==> src/rtl/i2c_arb_pkg.sv <==
// Shared definitions for the two-requester I2C bus arbiter: FSM states,
// command word field layout and default parameter values.
package i2c_arb_pkg;

    typedef enum logic [1:0] {
        ST_IDLE   = 2'd0,
        ST_GRANT0 = 2'd1,
        ST_GRANT1 = 2'd2,
        ST_GAP    = 2'd3
    } arb_state_t;

    // Command word: {slave_address, byte, mode, en, start, stop, repeat_start}
    localparam int CMD_W      = 20;
    localparam int ADDR_MSB   = 19;
    localparam int ADDR_LSB   = 13;
    localparam int BYTE_MSB   = 12;
    localparam int BYTE_LSB   = 5;
    localparam int MODE_BIT   = 4;
    localparam int EN_BIT     = 3;
    localparam int START_BIT  = 2;
    localparam int STOP_BIT   = 1;
    localparam int RSTART_BIT = 0;

    localparam int DEF_TIMEOUT_CYCLES = 4096;
    localparam int DEF_GAP_CYCLES     = 2;

endpackage

==> src/rtl/i2c_arb_timer.sv <==
// Grant-length timer: counts enabled cycles from zero and flags the cycle
// in which the count reaches TERMINAL-1.
module i2c_arb_timer #(
    parameter int TERMINAL = 4096,
    parameter int WIDTH    = (TERMINAL > 1) ? $clog2(TERMINAL) : 1
) (
    input  logic i_clk,
    input  logic i_reset,
    input  logic i_clear,
    input  logic i_enable,
    output logic o_tc
);

    localparam logic [WIDTH-1:0] TC_VAL = WIDTH'(TERMINAL - 1);

    logic [WIDTH-1:0] r_count;

    always_ff @(posedge i_clk) begin
        if (i_reset || i_clear) begin
            r_count <= '0;
        end else if (i_enable) begin
            r_count <= r_count + 1'b1;
        end
    end

    assign o_tc = i_enable && (r_count == TC_VAL);

endmodule

==> src/rtl/i2c_bus_arbiter.sv <==
// Arbitrates one I2C master between two requesters, alternating on ties,
// with a forced-release timeout and a master-reset gap between grants.
module i2c_bus_arbiter
    import i2c_arb_pkg::*;
#(
    parameter int TIMEOUT_CYCLES = DEF_TIMEOUT_CYCLES,
    parameter int GAP_CYCLES     = DEF_GAP_CYCLES
) (
    input  logic             sys_clk,
    input  logic             reset,
    input  logic             req0,
    input  logic             req1,
    input  logic             done0,
    input  logic             done1,
    input  logic [CMD_W-1:0] cmd0,
    input  logic [CMD_W-1:0] cmd1,
    input  logic             ack,
    output logic             gnt0,
    output logic             gnt1,
    output logic             ack0,
    output logic             ack1,
    output logic [6:0]       slave_address,
    output logic [7:0]       byte_to_be_writen,
    output logic             I2C_mode,
    output logic             I2C_en,
    output logic             I2C_start,
    output logic             I2C_stop,
    output logic             I2C_repeat_start,
    output logic             reset_I2C,
    output logic             timeout_err,
    output arb_state_t       o_state
);

    localparam int               GAP_W    = (GAP_CYCLES > 1) ? $clog2(GAP_CYCLES) : 1;
    localparam logic [GAP_W-1:0] GAP_LAST = GAP_W'(GAP_CYCLES - 1);

    arb_state_t       r_state;
    arb_state_t       w_next_state;
    logic             r_last_gnt;
    logic             w_next_last_gnt;
    logic [GAP_W-1:0] r_gap_cnt;
    logic             w_in_grant;
    logic             w_tc;
    logic [CMD_W-1:0] w_cmd;

    assign w_in_grant = (r_state == ST_GRANT0) || (r_state == ST_GRANT1);

    // Timer is held at zero outside a grant, so it starts fresh on every grant entry.
    i2c_arb_timer #(
        .TERMINAL (TIMEOUT_CYCLES)
    ) u_timer (
        .i_clk    (sys_clk),
        .i_reset  (reset),
        .i_clear  (!w_in_grant),
        .i_enable (w_in_grant),
        .o_tc     (w_tc)
    );

    always_ff @(posedge sys_clk) begin
        if (reset) begin
            r_state    <= ST_IDLE;
            r_last_gnt <= 1'b1;
            r_gap_cnt  <= '0;
        end else begin
            r_state    <= w_next_state;
            r_last_gnt <= w_next_last_gnt;
            if (r_state == ST_GAP) begin
                r_gap_cnt <= r_gap_cnt + 1'b1;
            end else begin
                r_gap_cnt <= '0;
            end
        end
    end

    always_comb begin
        w_next_state    = r_state;
        w_next_last_gnt = r_last_gnt;
        w_cmd           = '0;
        gnt0            = 1'b0;
        gnt1            = 1'b0;
        ack0            = 1'b0;
        ack1            = 1'b0;
        reset_I2C       = 1'b0;
        timeout_err     = 1'b0;
        case (r_state)
            ST_IDLE: begin
                // On a tie, the requester that did not hold the bus last wins.
                if (req0 && req1) begin
                    w_next_state = r_last_gnt ? ST_GRANT0 : ST_GRANT1;
                end else if (req0) begin
                    w_next_state = ST_GRANT0;
                end else if (req1) begin
                    w_next_state = ST_GRANT1;
                end
            end
            ST_GRANT0: begin
                gnt0  = 1'b1;
                ack0  = ack;
                w_cmd = cmd0;
                if (done0 || !req0 || w_tc) begin
                    w_next_state    = ST_GAP;
                    w_next_last_gnt = 1'b0;
                    timeout_err     = w_tc && !done0;
                end
            end
            ST_GRANT1: begin
                gnt1  = 1'b1;
                ack1  = ack;
                w_cmd = cmd1;
                if (done1 || !req1 || w_tc) begin
                    w_next_state    = ST_GAP;
                    w_next_last_gnt = 1'b1;
                    timeout_err     = w_tc && !done1;
                end
            end
            ST_GAP: begin
                reset_I2C = 1'b1;
                if (r_gap_cnt == GAP_LAST) begin
                    w_next_state = ST_IDLE;
                end
            end
            default: begin
                w_next_state = ST_IDLE;
            end
        endcase
    end

    assign slave_address     = w_cmd[ADDR_MSB:ADDR_LSB];
    assign byte_to_be_writen = w_cmd[BYTE_MSB:BYTE_LSB];
    assign I2C_mode          = w_cmd[MODE_BIT];
    assign I2C_en            = w_cmd[EN_BIT];
    assign I2C_start         = w_cmd[START_BIT];
    assign I2C_stop          = w_cmd[STOP_BIT];
    assign I2C_repeat_start  = w_cmd[RSTART_BIT];
    assign o_state           = r_state;

endmodule

==> config.mk <==
export PLATFORM = sky130hd
export DESIGN_NAME = i2c_bus_arbiter
export DESIGN_NICKNAME = d
export VERILOG_FILES = /design/src/rtl/i2c_arb_pkg.sv /design/src/rtl/i2c_arb_timer.sv /design/src/rtl/i2c_bus_arbiter.sv
export SDC_FILE = /design/constraint.sdc
export NUM_CORES = 1
export LEC_CHECK = 0
export BUFFER_PORTS_ARGS = -buffer_cell sky130_fd_sc_hd__buf_2
export CAP_MARGIN = 40
export CORE_MARGIN = 5
export CORE_UTILIZATION = 32
export DETAILED_ROUTE_END_ITERATION = 16
export GPL_TIMING_DRIVEN = 0
export PLACE_DENSITY_LB_ADDON = 0.15
export SLEW_MARGIN = 20
export SYNTH_ARGS = -nofsm -noshare
export SYNTH_HDL_FRONTEND = slang
export SYNTH_SLANG_ARGS = --single-unit
==> constraint.sdc <==
create_clock -name sys_clk -period 5.1 [get_ports sys_clk]
set_input_delay 0.255 -clock sys_clk [delete_from_list [all_inputs] [get_ports sys_clk]]
set_output_delay 0.255 -clock sys_clk [all_outputs]
set_load 0.05 [all_outputs]
* Yosys cells after proc, flatten, opt, wreduce, memory -nomap -nowiden
Cells that the tools add are included.
** Word-level totals
- Input port bits :: 47
- Word-level logic and storage cells :: 55
- Bits in registers :: 16
** Operators by class
- Bitwise gates (word level) :: 1
- Reduce and logical (&&, ||, !) cells :: 20
- Eq/ne operators :: 8
- Muxes and demuxes :: 20
- Add/subtract/negate cells :: 2
** Operators with widths (count)
- 20-bit case mux with 2 select lines :: 1
- 2-bit two-way mux :: 7
- 12-bit by 1-bit adder with 12-bit output (second input constant) :: 1
- 12-bit == test (second input constant) :: 1
- 1-bit two-way mux :: 9
- 2-bit case mux with 4 select lines :: 1
- 1-bit logical OR :: 6
- 1-bit zero test :: 5
- 2-bit == test (second input constant) :: 2
- 1-bit logical AND :: 4
- 2-bit by 1-bit != test with 1-bit output (second input constant) :: 2
- 4-bit != test (second input constant) :: 1
- 1-bit case mux with 2 select lines :: 2
- 4-bit AND reduction :: 1
- 3-bit AND reduction :: 1
- 2-bit by 1-bit == test with 1-bit output (second input constant) :: 1
- 2-bit zero test :: 1
- 2-bit != test (second input constant) :: 1
- 2-bit nonzero test :: 1
- 2-bit OR reduction :: 1
- 1-bit adder (second input constant) :: 1
- 1-bit inverter :: 1

* Longest topological paths before layout
- Depth after elaboration :: 6
- Depth in mapped cells :: 8
- Depth with buffers taken out :: 6

* Cells and area by module
Synthesis repeated with hierarchy kept, for this count alone.
** Unflattened totals
- Cells, all modules :: 150
- Area, all modules :: 1184.9 µm²
** By module, submodules not included
- i2c_bus_arbiter :: area each 605.6 µm², times used 1, cells an instance 86
- i2c_arb_timer :: area each 579.3 µm², times used 1, cells an instance 64

* Worst setup path before layout
Ideal clock, no wire load.
- Path type :: reg-to-output
- Start point :: reg r_state[1], in the netlist o_state[1]
- End point :: out I2C_repeat_start
- Slack :: 2.370 ns
- Stages on the path, launching flop included :: 5
- Data required time :: 4.845 ns
- Buffers on the path :: 1
- Arrival :: 2.475 ns
- Cells stage by stage :: dfxtp_1 > ha_1 > clkbuf_1 > a22oi_1 > nor2b_1
** Between the ends
- Longest elaborated chain between the ends :: 2
- Elaborated cells between the ends (all ways) :: 3
** RTL lines
- start: declaration :: line i2c_bus_arbiter.sv:37 : arb_state_t r_state;
- start signal: assignment :: line i2c_bus_arbiter.sv:65 : r_state <= w_next_state;
- 2-bit == test / 2-bit by 1-bit == test with 1-bit output (equally long branches) :: line i2c_bus_arbiter.sv:85 : case (r_state)
- 20-bit case mux with 2 select lines (*) :: line i2c_bus_arbiter.sv:85
- end: declaration :: line i2c_bus_arbiter.sv:28 : output logic I2C_repeat_start,
Every way passes the cells marked *; elsewhere a longest branch is shown, timed or not.

* Worst setup path in the final report
- Start point :: reg r_state[0], in the netlist o_state[0]
- End point :: out timeout_err
** Between the ends
- Longest elaborated chain between the ends :: 6
- Elaborated cells between the ends (all ways) :: 11
** RTL lines
- 2-bit by 1-bit == test with 1-bit output / 2-bit == test (equally long branches) :: line i2c_bus_arbiter.sv:46 : assign w_in_grant = (r_state == ST_GRANT0) || (r_state == ST_GRANT1);
- 1-bit logical OR (*) :: line i2c_bus_arbiter.sv:46
- named net u_timer.i_enable :: line i2c_arb_timer.sv:10 : input logic i_enable,
- 1-bit logical AND (*) :: line i2c_arb_timer.sv:26 : assign o_tc = i_enable && (r_count == TC_VAL);
- 1-bit logical AND, or another cell as far along :: line i2c_bus_arbiter.sv:113 : timeout_err = w_tc && !done1;
- 1-bit two-way mux, on equally long branches :: line i2c_bus_arbiter.sv:110, i2c_bus_arbiter.sv:100
- 1-bit case mux with 2 select lines (*) :: line i2c_bus_arbiter.sv:85
- end: declaration :: line i2c_bus_arbiter.sv:30 : output logic timeout_err,
Mark *: on every way through the listed nets, which the timed path passes. The rest lies on a longest branch.

==> summary.md <==
| Metric | Value |
|---|---|
| Status | complete, no violations |
| Hold Crit Depth | 2 |
| Number of buffers and inverters on the critical path | 3 |
| Wire length of the first global-routing pass | 5300 um |
| CTS root buffer | clkbuf_4 |
| Vias per cell | 4.66 |
| CP Capture Type | output port |
| CP arrival | 2.02 ns |
| Final nets | 274 |
| CTS tree | yes |
| Design Power | 0.000806 W |
| Worst reg2reg path endpoint | u_timer.r_count[11] |
| Main synth FF type | dfxtp_1 |
| Worst Path Max Fanout | 10 |
| Sum of negative setup slack | 0 ns |
| Hold_buf cts | 0 |
| Synth area leader | dfxtp_1 |
| Reg2reg setup slack | 3.13 ns |
| Top cells by count, synth | nor2b_1 (24), a22oi_1 (21), dfxtp_1 (16) |
| Post_cts resized | 0 |
| DRT met1 WL | 1430 um |
| Finish-stage setup viols | 0 |
| CP Class | reg2out |
| Clock Path Buffers | 2 |
| Tcrit/Tclk final | 44.6% |
| Post-synth EDFFs | 0 |
| WHS | 0.217 ns |
| DRT Pass-1 Iters | 4 |
| Non-Filler Instances | 267 |
| Total core area | 0.00342 mm^2 |
| Via count | 1245 |
| Slew Limit Headroom | 71.6% |
| Hold Crit Start | reset |
| Gpl congestion | 0.765 |
| Total CTS buffers | 3 |
| Initial Utilization | 33.7% |
| Hold Path Class | in2reg |
| Post-synth ARST share | 0% |
| Distinct cells, synth | 33 |
| Post-layout util | 47.3% |
| Post-Route WL | 3200 um |
| Cells after Synth | 143 |
| Grt ovf | 0 |
| H-tree Lvls | 1 |
| Hold endpoint | r_gap_cnt |
| Launch point of the worst reg-to-reg path | o_state[0] |
| Layout cell share with drive strength beyond 1 | 38.9% |
| Max Clock Freq | 440 MHz |
| Reg2reg path depth | 7 |
| Worst-path clk slew | 0.08 ns |
| GR Util All Layers | 12.8% |
| DR iter-0 viols | 47 |
| Row Count | 21 |
| Detailed placer's ending HPWL | 2650 um |
| CP top delay family | buffers and inverters |
| Yosys reg bits | 16 |
| Count leader, synth | nor2b_1 |
| Area Overhead vs Synth | 40.3% |
| Yosys top cell area share | 27.8% |
| Crit start category | flip-flop |
| Detailed-route wire length per cell | 12.0 um |
| Leak pwr | 0.740 nW |
| Number of synthesis warnings | 0 |
| Placed Instances | 263 |
| Die area | 0.00490 mm^2 |
| Vias in the first global route | 1135 |
| Seq/Total Area, Yosys | 27.8% |
| Max Slew Vio Count | 0 |
| CP max stage delay | 0.39 ns |
| Synth top area cells | dfxtp_1 (28%), a22oi_1 (14%), nor2b_1 (13%) |
| Met2 Routed Length | 1390 um |
| Worst-margin pin slew | 0.426 ns |
| Minimum clock period | 2.27 ns |
| # port buffers | 74 |
| CP required | 4.85 ns |
| Worst Clk Skew | 0.0135 ns |
| Die Span Y | 70.0 um |
| Clock sink count | 16 |
| Crit path cell chain | inv_1 -> ha_1 -> buf_4 -> nand4_1 -> nor4_4 -> o21a_1 -> buf_2 |
| Synthesized net count | 195 |
| Final Hold Viols | 0 |
| Pwr/cell area | 499 mW/mm^2 |
| Horiz. Die Dim | 70.0 um |
| Post-CTS setup buffers | 0 |
| Clk_lat worst skew | 0.29 ns |
| Max-cap violations | 0 |
| Top sig layer | met4 |
| RSZ-0062 raised after global routing | no |
| DRC | 0 |
| Post-synthesis cell area | 0.00115 mm^2 |
| Final ANT Viol Nets | 0 |
| Syn avg cell area | 8.06 um^2 |
| Largest net degree at the start of global routing | 11 |
| Critical-path top delay cell | dfxtp_1 |
| Initial antenna violation count | 0 |
| IO Count | 75 |
| DR WL met3 | 356 um |
| ANT cells | 0 |
| Worst VDD drop | 0.000255 V |
==> placed cells by master (no fill, tap or decap), types with 2 or more instances in the layout <==
master    count
clkbuf_4      3
ha_1          5
o211ai_1      2
clkbuf_1      7
buf_2        74
nand2b_1      2
nand3_1       6
nor2b_1      24
and3_1        2
and2_1        2
a22oi_1      21
nor2_1       12
xnor2_1       6
o21a_1        2
nand4_1       2
dfxtp_1      16
inv_1         7
a21oi_1       3
nand2_1       6
nor3_1        3
==> stage by stage <==
step / instance area (um^2) / setup slack [ns]
global route: 1620 / 2.62
floorplan: 1150 / 2.37
CTS: 1620 / 2.76
detailed placement: 1580 / 3.09
global placement: 1580 / 3.09
finish: 1620 / 2.83
==> cell type report <==
type	count	area [um^2]
plain buffers	8	33.8
flip-flops and latches	16	320
repair buffers	74	370
well taps	46	57.6
inverters	7	26.3
clock buffers	4	36.3
multi-input cells	112	772
fillers	359	1800
==> metal layers <==
layer,GRT usage [%],vias up
li1,-,661
met1,15.6,529
met2,20.7,53
met3,5.16,2
met4,3.83,0
met5,0,-
==> cell families (layout without fill, tap and decap cells) <==
logic type               Yosys count  after routing  share of synthesized area, %
buffers and inverters             15             93                          5.21
AO/OA/AOI/OAI                     33             33                          20.8
XOR/XNOR                           7              7                          5.32
AND/OR/NAND/NOR                   64             64                          32.2
flip-flops                        16             16                          27.8
adder cells (fa/ha/maj)            5              5                          5.43
multiplexers                       3              3                          3.15
==> state kept, by name, indices dropped and copies added (netlist names) <==
| register | count |
|---|---|
| o_state | 2 |
| r_gap_cnt | 1 |
| r_last_gnt | 1 |
| u_timer.r_count | 12 |
==> power breakdown <==
part	switching, W	internal (W)	leakage (nW)	total [W]
clock	0.0000398	0.0000434	0.0210	0.0000832
combinational	0.000388	0.000181	0.589	0.000569
sequential	0.0000134	0.000140	0.130	0.000154
==> worst max-delay path by stage <==
stage	cells past startpoint	end	start
2_1_floorplan	4	I2C_repeat_start	o_state[1]
3_3_place_gp	7	timeout_err	o_state[0]
3_5_place_dp	7	timeout_err	o_state[0]
4_1_cts	7	timeout_err	o_state[0]
5_1_grt	7	timeout_err	o_state[0]
6_report	7	timeout_err	o_state[0]
(Power assumes the default switching activity.)
